**src/rtl/cpu_run_monitor.sv**
```systemverilog
`timescale 1ns/1ps
// Run controller for a CPU core under test: sequences core reset, detects the
// halt fetch or a cycle timeout, and captures stores into a signature window.
module cpu_run_monitor #(
    parameter int                ADDR_W        = 10,
    parameter int                DATA_W        = 32,
    parameter logic [DATA_W-1:0] HALT_WORD     = 32'h0000_0000,
    parameter int                RESET_CYCLES  = 1,
    parameter int                SETTLE_CYCLES = 1,
    parameter int                DRAIN_CYCLES  = 4,
    parameter int                TIMEOUT       = 4096,
    parameter int                CNT_W         = 16,
    parameter logic [ADDR_W-1:0] SIG_BASE      = 10'd64,
    parameter int                SIG_DEPTH     = 8,
    localparam int               IDX_W         = (SIG_DEPTH > 1) ? $clog2(SIG_DEPTH) : 1
) (
    input  logic                 CLK,
    input  logic                 RST,
    input  logic                 start,
    output logic                 core_rstn,
    input  logic [DATA_W-1:0]    idata,
    input  logic [ADDR_W-1:0]    iaddr,
    input  logic [ADDR_W-1:0]    daddr,
    input  logic [DATA_W-1:0]    ddata_w,
    input  logic                 d_w,
    input  logic [IDX_W-1:0]     sig_idx,
    output logic [DATA_W-1:0]    sig_data,
    output logic [SIG_DEPTH-1:0] sig_valid,
    output logic                 busy,
    output logic                 done,
    output logic                 timeout,
    output logic [ADDR_W-1:0]    halt_pc,
    output logic [CNT_W-1:0]     cycle_count,
    output logic [CNT_W-1:0]     store_count
);

    localparam logic [2:0] S_IDLE   = 3'd0;
    localparam logic [2:0] S_RESET  = 3'd1;
    localparam logic [2:0] S_SETTLE = 3'd2;
    localparam logic [2:0] S_RUN    = 3'd3;
    localparam logic [2:0] S_DRAIN  = 3'd4;
    localparam logic [2:0] S_DONE   = 3'd5;

    logic [2:0]           state_q, state_d;
    logic [31:0]          phase_q, phase_d;
    logic [CNT_W-1:0]     cycle_q, cycle_d;
    logic [CNT_W-1:0]     store_q, store_d;
    logic                 timeout_q, timeout_d;
    logic [ADDR_W-1:0]    halt_pc_q, halt_pc_d;
    logic [SIG_DEPTH-1:0] valid_q, valid_d;
    logic                 busy_q, done_q, rstn_q;
    logic [DATA_W-1:0]    sig_mem_q [SIG_DEPTH];

    logic [31:0]          daddr_ext_s, off_s;
    logic                 in_win_s, monitor_s, cap_s, clr_s;
    logic [IDX_W-1:0]     widx_s;

    // Window test is done in 32 bits so SIG_BASE+SIG_DEPTH cannot wrap
    assign daddr_ext_s = 32'(daddr);
    assign off_s       = daddr_ext_s - 32'(SIG_BASE);
    assign in_win_s    = (daddr_ext_s >= 32'(SIG_BASE)) && (off_s < 32'(SIG_DEPTH));
    assign widx_s      = off_s[IDX_W-1:0];
    assign monitor_s   = (state_q == S_RUN) || (state_q == S_DRAIN);
    assign cap_s       = monitor_s && d_w && in_win_s;

    // Next-state, counters and run status
    always_comb begin
        state_d   = state_q;
        phase_d   = phase_q;
        cycle_d   = cycle_q;
        store_d   = store_q;
        timeout_d = timeout_q;
        halt_pc_d = halt_pc_q;
        clr_s     = 1'b0;
        case (state_q)
            S_IDLE, S_DONE: begin
                if (start) begin
                    state_d   = S_RESET;
                    phase_d   = 32'd0;
                    cycle_d   = '0;
                    store_d   = '0;
                    timeout_d = 1'b0;
                    halt_pc_d = '0;
                    clr_s     = 1'b1;
                end else begin
                    state_d   = state_q;
                end
            end
            S_RESET: begin
                if (phase_q == 32'(RESET_CYCLES - 1)) begin
                    phase_d = 32'd0;
                    state_d = (SETTLE_CYCLES == 0) ? S_RUN : S_SETTLE;
                end else begin
                    phase_d = phase_q + 32'd1;
                end
            end
            S_SETTLE: begin
                if (phase_q == 32'(SETTLE_CYCLES - 1)) begin
                    phase_d = 32'd0;
                    state_d = S_RUN;
                end else begin
                    phase_d = phase_q + 32'd1;
                end
            end
            S_RUN: begin
                cycle_d = cycle_q + {{(CNT_W-1){1'b0}}, 1'b1};
                // Halt wins over a timeout landing in the same cycle
                if (idata == HALT_WORD) begin
                    halt_pc_d = iaddr;
                    phase_d   = 32'd0;
                    state_d   = (DRAIN_CYCLES == 0) ? S_DONE : S_DRAIN;
                end else if (cycle_q == CNT_W'(TIMEOUT - 1)) begin
                    timeout_d = 1'b1;
                    state_d   = S_DONE;
                end else begin
                    state_d   = S_RUN;
                end
            end
            S_DRAIN: begin
                cycle_d = cycle_q + {{(CNT_W-1){1'b0}}, 1'b1};
                if (phase_q == 32'(DRAIN_CYCLES - 1)) begin
                    state_d = S_DONE;
                end else begin
                    phase_d = phase_q + 32'd1;
                end
            end
            default: begin
                state_d = S_IDLE;
            end
        endcase
        if (monitor_s && d_w && (store_q != '1)) begin
            store_d = store_q + {{(CNT_W-1){1'b0}}, 1'b1};
        end else begin
            store_d = store_d;
        end
    end

    // Per-word written flags; cleared at run start, set by in-window stores
    always_comb begin
        valid_d = valid_q;
        if (clr_s) begin
            valid_d = '0;
        end else if (cap_s) begin
            valid_d[widx_s] = 1'b1;
        end else begin
            valid_d = valid_q;
        end
    end

    // Control and status registers
    always_ff @(posedge CLK or posedge RST) begin
        if (RST) begin
            state_q   <= S_IDLE;
            phase_q   <= 32'd0;
            cycle_q   <= '0;
            store_q   <= '0;
            timeout_q <= 1'b0;
            halt_pc_q <= '0;
            valid_q   <= '0;
            busy_q    <= 1'b0;
            done_q    <= 1'b0;
            rstn_q    <= 1'b0;
        end else begin
            state_q   <= state_d;
            phase_q   <= phase_d;
            cycle_q   <= cycle_d;
            store_q   <= store_d;
            timeout_q <= timeout_d;
            halt_pc_q <= halt_pc_d;
            valid_q   <= valid_d;
            busy_q    <= (state_d == S_RESET) || (state_d == S_SETTLE) ||
                         (state_d == S_RUN)   || (state_d == S_DRAIN);
            done_q    <= (state_d == S_DONE);
            rstn_q    <= (state_d != S_IDLE) && (state_d != S_RESET);
        end
    end

    // Signature storage keeps its contents across runs; sig_valid qualifies it
    always_ff @(posedge CLK) begin
        if (cap_s) begin
            sig_mem_q[widx_s] <= ddata_w;
        end
    end

    assign sig_data    = (32'(sig_idx) < 32'(SIG_DEPTH)) ? sig_mem_q[sig_idx] : '0;
    assign sig_valid   = valid_q;
    assign busy        = busy_q;
    assign done        = done_q;
    assign timeout     = timeout_q;
    assign halt_pc     = halt_pc_q;
    assign cycle_count = cycle_q;
    assign store_count = store_q;
    assign core_rstn   = rstn_q;

endmodule

```
**config.mk**
```make
export PLATFORM = sky130hd
export DESIGN_NAME = cpu_run_monitor
export DESIGN_NICKNAME = d
export VERILOG_FILES = /design/src/rtl/cpu_run_monitor.sv
export SDC_FILE = /design/constraint.sdc
export NUM_CORES = 1
export LEC_CHECK = 0
export CELL_PAD_IN_SITES_DETAIL_PLACEMENT = 1
export CELL_PAD_IN_SITES_GLOBAL_PLACEMENT = 1
export CORE_ASPECT_RATIO = 0.8
export CORE_MARGIN = 2
export CORE_UTILIZATION = 35
export DETAILED_ROUTE_END_ITERATION = 6
export GPL_TIMING_DRIVEN = 0
export PLACE_DENSITY_LB_ADDON = 0.08
export REMOVE_ABC_BUFFERS = 1
export SLEW_MARGIN = 20
export SYNTH_ARGS = -nofsm -noshare
export SYNTH_HDL_FRONTEND = slang
export SYNTH_SLANG_ARGS = --single-unit
```
**constraint.sdc**
```tcl
create_clock -name CLK -period 10.5 [get_ports CLK]
set_input_delay 1.05 -clock CLK [delete_from_list [all_inputs] [get_ports CLK]]
set_output_delay 1.05 -clock CLK [all_outputs]
set_load 0.05 [all_outputs]
```
---- Yosys cells after proc, flatten, opt, wreduce, memory -nomap -nowiden ----
Memories as Yosys holds them, arrays and structs flattened.
Cells that the tools add are included.
storage, ports and cells
  register bits ........................... 89
  latch bits .............................. 0
  memory bits (writable) .................. 256
  bits in read-only memories .............. 0
  output and inout bits ................... 86
  logic and storage cells ................. 98
  memories ................................ 1
operators by class
  add/subtract/negate cells ............... 4
  $mul .................................... 0
  div/mod/pow operators ................... 0
  magnitude comparators ................... 4
  equality and inequality tests ........... 19
  shift operators ......................... 0
  muxes and demuxes ....................... 31
  bitwise gates (word level) .............. 1
  reductions and logical operators ........ 28
memory list
  name       depth  bits a word  rd ports  clocked after Yosys merged registers in  write ports  line  source
  sig_mem_q  8      32           1         0                                        1            52    logic [DATA_W-1:0] sig_mem_q [SIG_DEPTH];
operators with widths
  operator                                                                              count
  32-bit two-way mux                                                                    4
  32-bit case mux with 4 select lines                                                   1
  32-bit zero test                                                                      2
  16-bit two-way mux                                                                    3
  16-bit by 1-bit adder with 16-bit output, second input constant                       2
  32-bit by 1-bit adder with 32-bit output, second input constant                       1
  32-bit by 2-bit equality test with 1-bit output, second input constant                1
  32-bit by 4-bit less-than comparator with 1-bit output, second input constant         1
  16-bit case mux with 2 select lines                                                   1
  10-bit two-way mux                                                                    2
  10-bit case mux with 2 select lines                                                   1
  3-bit two-way mux                                                                     6
  16-bit by 12-bit equality test with 1-bit output, second input constant               1
  8-bit two-way mux                                                                     2
  16-bit inequality test, second input constant                                         1
  3-bit case mux with 5 select lines                                                    1
  3-bit by 2-bit equality test with 1-bit output, second input constant                 4
  3-bit equality test, second input constant                                            4
  10-bit by 7-bit subtractor with 11-bit output, second input constant                  1
  10-bit by 7-bit greater-or-equal comparator with 1-bit output, second input constant  1
  2-bit nonzero test                                                                    5
  1-bit two-way mux                                                                     8
  8-bit bitwise OR                                                                      1
  4-bit AND reduction                                                                   2
  16 further kinds                                                                      31

---- Logic depth before layout (Yosys ltp) ----
  depth in word-level cells ............... 8
  gate-level depth with buffers ........... 9
  gate-level depth less buffers ........... 7

---- Least setup slack after synthesis ----
Ideal clock, no wire load.
  path type ............................... in2reg
  from .................................... input daddr[7]
  to ...................................... memory sig_mem_q[0][0] (enable)
  setup time .............................. 0.464 ns
  arrival ................................. 4.038 ns
  setup slack ............................. 5.998 ns
  stages .................................. 4
  path buffers ............................ 0
  cell sequence ........................... nor4b_1 nand2_1 or3_1 nor3_1
on the way
  cells in the longest elaborated chain, start to end .. 6
RTL lines
  element                                                 line  source
  start, declared                                         23    input logic [ADDR_W-1:0] daddr,
  10-bit by 7-bit subtractor with 11-bit output           60    assign off_s = daddr_ext_s - 32'(SIG_BASE);
  32-bit by 4-bit less-than comparator with 1-bit output  61    assign in_win_s = (daddr_ext_s >= 32'(SIG_BASE)) && (off_s < 32'(SIG_DEPTH));
  1-bit logical AND *                                     61
  1-bit logical AND *                                     64    assign cap_s = monitor_s && d_w && in_win_s;
  1-bit two-way mux *                                     180   if (cap_s) begin
  1-bit two-way mux (not written as such) *               181   sig_mem_q[widx_s] <= ddata_w;
  end, declared                                           52
Mark *: on every way between the ends. The rest lies on a longest branch, timed or not.

---- Final worst setup path ----
  from .................................... input sig_idx[0]
  to ...................................... output sig_data[24]
on the way
  cells in the longest elaborated chain, start to end .. 1
RTL lines
  element                 line  source
  start, declared         26    input logic [IDX_W-1:0] sig_idx,
  memory read 8 x 32 bit  --
  end, declared           27    output logic [DATA_W-1:0] sig_data,
Every way passes these cells.

==> flow_summary_export.csv <==
group,metric,value,unit
run_status,outcome,"complete, no violations",
clock_tree,clock_tree.buffer_depth,3,
setup_path,endpoint_kind,"output pin",
drt,detail-route-antenna-nets,0,
floorplan,boundaryPins,177,
floorplan,die_h,186,um
setup_path,reg2reg_from,"state_q[1]$_DFF_PP0_",
pwr,clockPowerShare,0.381,
run,maxCapViolations,0,
setup_path,timing_worst_setup_path_type,"input pin to output pin",
setup_path,critical_path.startpoint,"sig_idx[0]",
synthesis,yosys-top-cells-area,"edfxtp_1 53%, dfrtp_1 15%, mux4_2 10%",
layout,final_nets,1209,
timing,hold_viol,0,
synthesis,synthXorXnorAreaFrac,0.0103,
floorplan,start_util,0.355,
place,place.detailed.hpwl,23300,um
place,placed_area,17100,um2
synthesis,synth_top_family_by_area,"multiplexers",
layout,stdcell_area,18300,um2
synthesis,synth_flop_cell,"edfxtp_1",
pwr,p_switching,978,uW
pwr,p_per_area,191,nW/um2
drt,drc,0,
setup_path,critPathMaxFanout,39,
pwr,p_leak,0.00632,uW
timing,grt_setup_unrepaired,"no",
drt,drt_wl_total,36000,um
timing,min_period_over_period,0.421,
floorplan,core_area,40600,um2
timing,slew_viol_final,0,
timing,skew,0.0157,ns
pwr,pwr-share-seq,0.446,
global_routing,grt_max_degree,63,
synthesis,syn_area,14400,um2
drt,drt_iter0_markers,554,
synthesis,synthAdderAreaFrac,0.00416,
setup_path,reg2reg_slack,6.82,ns
pwr,peakVddDrop,128,uV
timing,finalSetupViolCount,0,
synthesis,synth-edff-count,256,
place,globalplace.congestion,0.714,
layout,diodes,0,
synthesis,avgSynthCellArea,15.6,um2
setup_path,worstPathRequired,9.45,ns
worst_hold_path,holdCritStartpoint,"halt_pc[2]$_DFFE_PP0P_",
synthesis,yosys.area_share.simple,0.0859,
layout,area_delta_synth_final,27.0,%
global_routing,grt_pass1_vias,9192,
floorplan,dieArea,42900,um2
clock_tree,post_cts_buffers,0,
global_routing,gr-total-overflow,0,
clock_tree,ctsHoldBuffers,0,
synthesis,synthMuxAreaShare,0.126,
synthesis,yosysUniqueCellTypes,61,
synthesis,ys_async_sr_fraction,0.258,
setup_path,critPathLaunchType,"input pin",
floorplan,rows,66,
clock_tree,cts_tree,"done",
timing,min_period,4.42,ns
timing,maxSlewHeadroom,0.267,
place,portBuffers,176,
synthesis,synth_common_cells,"256 x edfxtp_1, 89 x dfrtp_1, 67 x nand2_1",
synthesis,syn_inst,923,
floorplan,die_w,231,um
clock_tree,htree_levels,2,
drt,viasPerCell,5.17,
clock_tree,cts_root_buf,"clkbuf_16",
drt,wire_per_inst,21.4,um
timing,tightest_slew,1.10,ns
setup_path,cp.arrival,3.37,ns
layout,fin_cells,1685,
clock_tree,cts_buffers,39,
layout,utilization,0.451,
synthesis,synth.most_common_cell,"edfxtp_1",
global_routing,grt_use_total,0.171,
clock_tree,cts.clk_slew.worst_paths,0.06,ns
worst_hold_path,hp-class,"register to register",
timing,timing.fmax,0.226,GHz
pwr,switching_share,0.279,
global_routing,grt_pass1_wl,56600,um
synthesis,yosys_warnings,0,
synthesis,synth_compound_area_frac,0.0669,
pwr,power.internal,2520,uW
layout,drive_above_1_share,0.167,
drt,drt-pass1-iter-count,6,
synthesis,yosysTopAreaCellShare,0.533,
clock_tree,clock-sinks,345,
synthesis,synth_seq_cells,345,
clock_tree,clk_latency,0.53,ns
place,dp_cells,1617,
drt,vias,8719,
clock_tree,cts_resized,0,
timing,finalSetupTns,0,ns
synthesis,ys_seq_area_frac,0.687,
pwr,comb_power_share,0.173,
synthesis,synth.largest_area_cell,"edfxtp_1",
global_routing,antenna_found_initial,1,
cell usage in the layout, fill, tap and decap left out, drive strengths merged, types with 4 or more instances in the layout:
cell / netlist / layout
a21boi: 4 / 4
a21oi: 24 / 24
a22o: 7 / 7
a31oi: 5 / 5
and2: 9 / 9
and3: 12 / 12
and4: 6 / 6
buf: 19 / 25
bufinv: 0 / 4
clkbuf: 29 / 49
clkdlybuf4s50: 0 / 173
clkinv: 0 / 13
dfrtp: 89 / 89
edfxtp: 256 / 256
ha: 4 / 4
inv: 13 / 15
mux2: 32 / 32
mux4: 64 / 64
nand2: 68 / 68
nand2b: 11 / 11
nand3: 29 / 29
nand4: 10 / 10
nor2: 47 / 47
nor3: 11 / 11
nor4: 19 / 19
o21a: 4 / 4
o21ai: 74 / 74
o31ai: 12 / 12
o41ai: 11 / 11
or3: 4 / 4
xnor2: 7 / 7
xor2: 10 / 10
routing by layer:
layer / part of all wire / global-route usage / vias to the layer above
met5: 0.00033 / 0 / -
li1: - / - / 4014
met2: 0.46 / 0.266 / 157
met1: 0.48 / 0.251 / 4509
met4: 0.014 / 0.0392 / 2
met3: 0.037 / 0.0293 / 37
critical path, cell delays in order:
cell and delay (ns):
buf_6 0.33, buf_16 0.33, mux4_2 0.55, mux2_2 0.29
clkdlybuf4s50_1 0.75
metrics by stage:
step / hold slack, ns / setup slack (ns) / total power, uW
after global placement: 0.464 / 2.33 / 2200
after detailed placement: 0.472 / 6.03 / 2200
after CTS: 0.486 / 6.02 / 3550
after floorplan: 0.466 / 6.00 / 1950
after global routing: 0.507 / 5.95 / 3650
final: 0.480 / 6.08 / 3500
flip-flops by register name (all words and copies together) (netlist names):
| name | cells |
|---|---|
| phase_q | 32 |
| state_q | 3 |
| core_rstn | 1 |
| cycle_count | 16 |
| store_count | 16 |
| timeout | 1 |
| done | 1 |
| busy | 1 |
| halt_pc | 10 |
| sig_mem_q | 256 |
| sig_valid | 8 |
power by group through the flow:
| stage | logic, uW | registers [uW] | clock network, uW |
|---|---|---|---|
| after floorplan | 236 | 1720 | 0 |
| after global placement | 608 | 1590 | 0 |
| after detailed placement | 611 | 1590 | 0 |
| after CTS | 613 | 1560 | 1370 |
| after global routing | 655 | 1570 | 1430 |
| final | 604 | 1560 | 1340 |
final timing paths:
path	end	depth (start not counted)
max in group asynchronous	phase_q[12]$_DFFE_PP0P_	3
worst min register to register	halt_pc[2]$_DFFE_PP0P_	2
min in group asynchronous	sig_valid[3]$_DFFE_PP0P_	2
worst min-delay path	halt_pc[2]$_DFFE_PP0P_	2
worst max register to register	sig_mem_q[1][17]$_DFFE_PP_	8
worst max-delay path	sig_data[24]	5
layout make-up:
| class | instances | area (um2) |
|---|---|---|
| Tap cell | 544 | 681 |
| Clock inverter | 19 | 200 |
| Inverter | 13 | 53.8 |
| Clock buffer | 49 | 1030 |
| Multi-Input combinational cell | 517 | 4300 |
| Fill cell | 3984 | 22300 |
| Timing Repair Buffer | 198 | 2130 |
| Sequential cell | 345 | 9910 |
cell families after synthesis:
group | Yosys count
xor gates and xnor gates | 17
adders and majority gates | 5
DFF | 345
AOI/OAI and AO/OA | 155
and+or+nand+nor | 242
buffers and inverters | 61
muxes | 98
(Power assumes the default switching activity.)
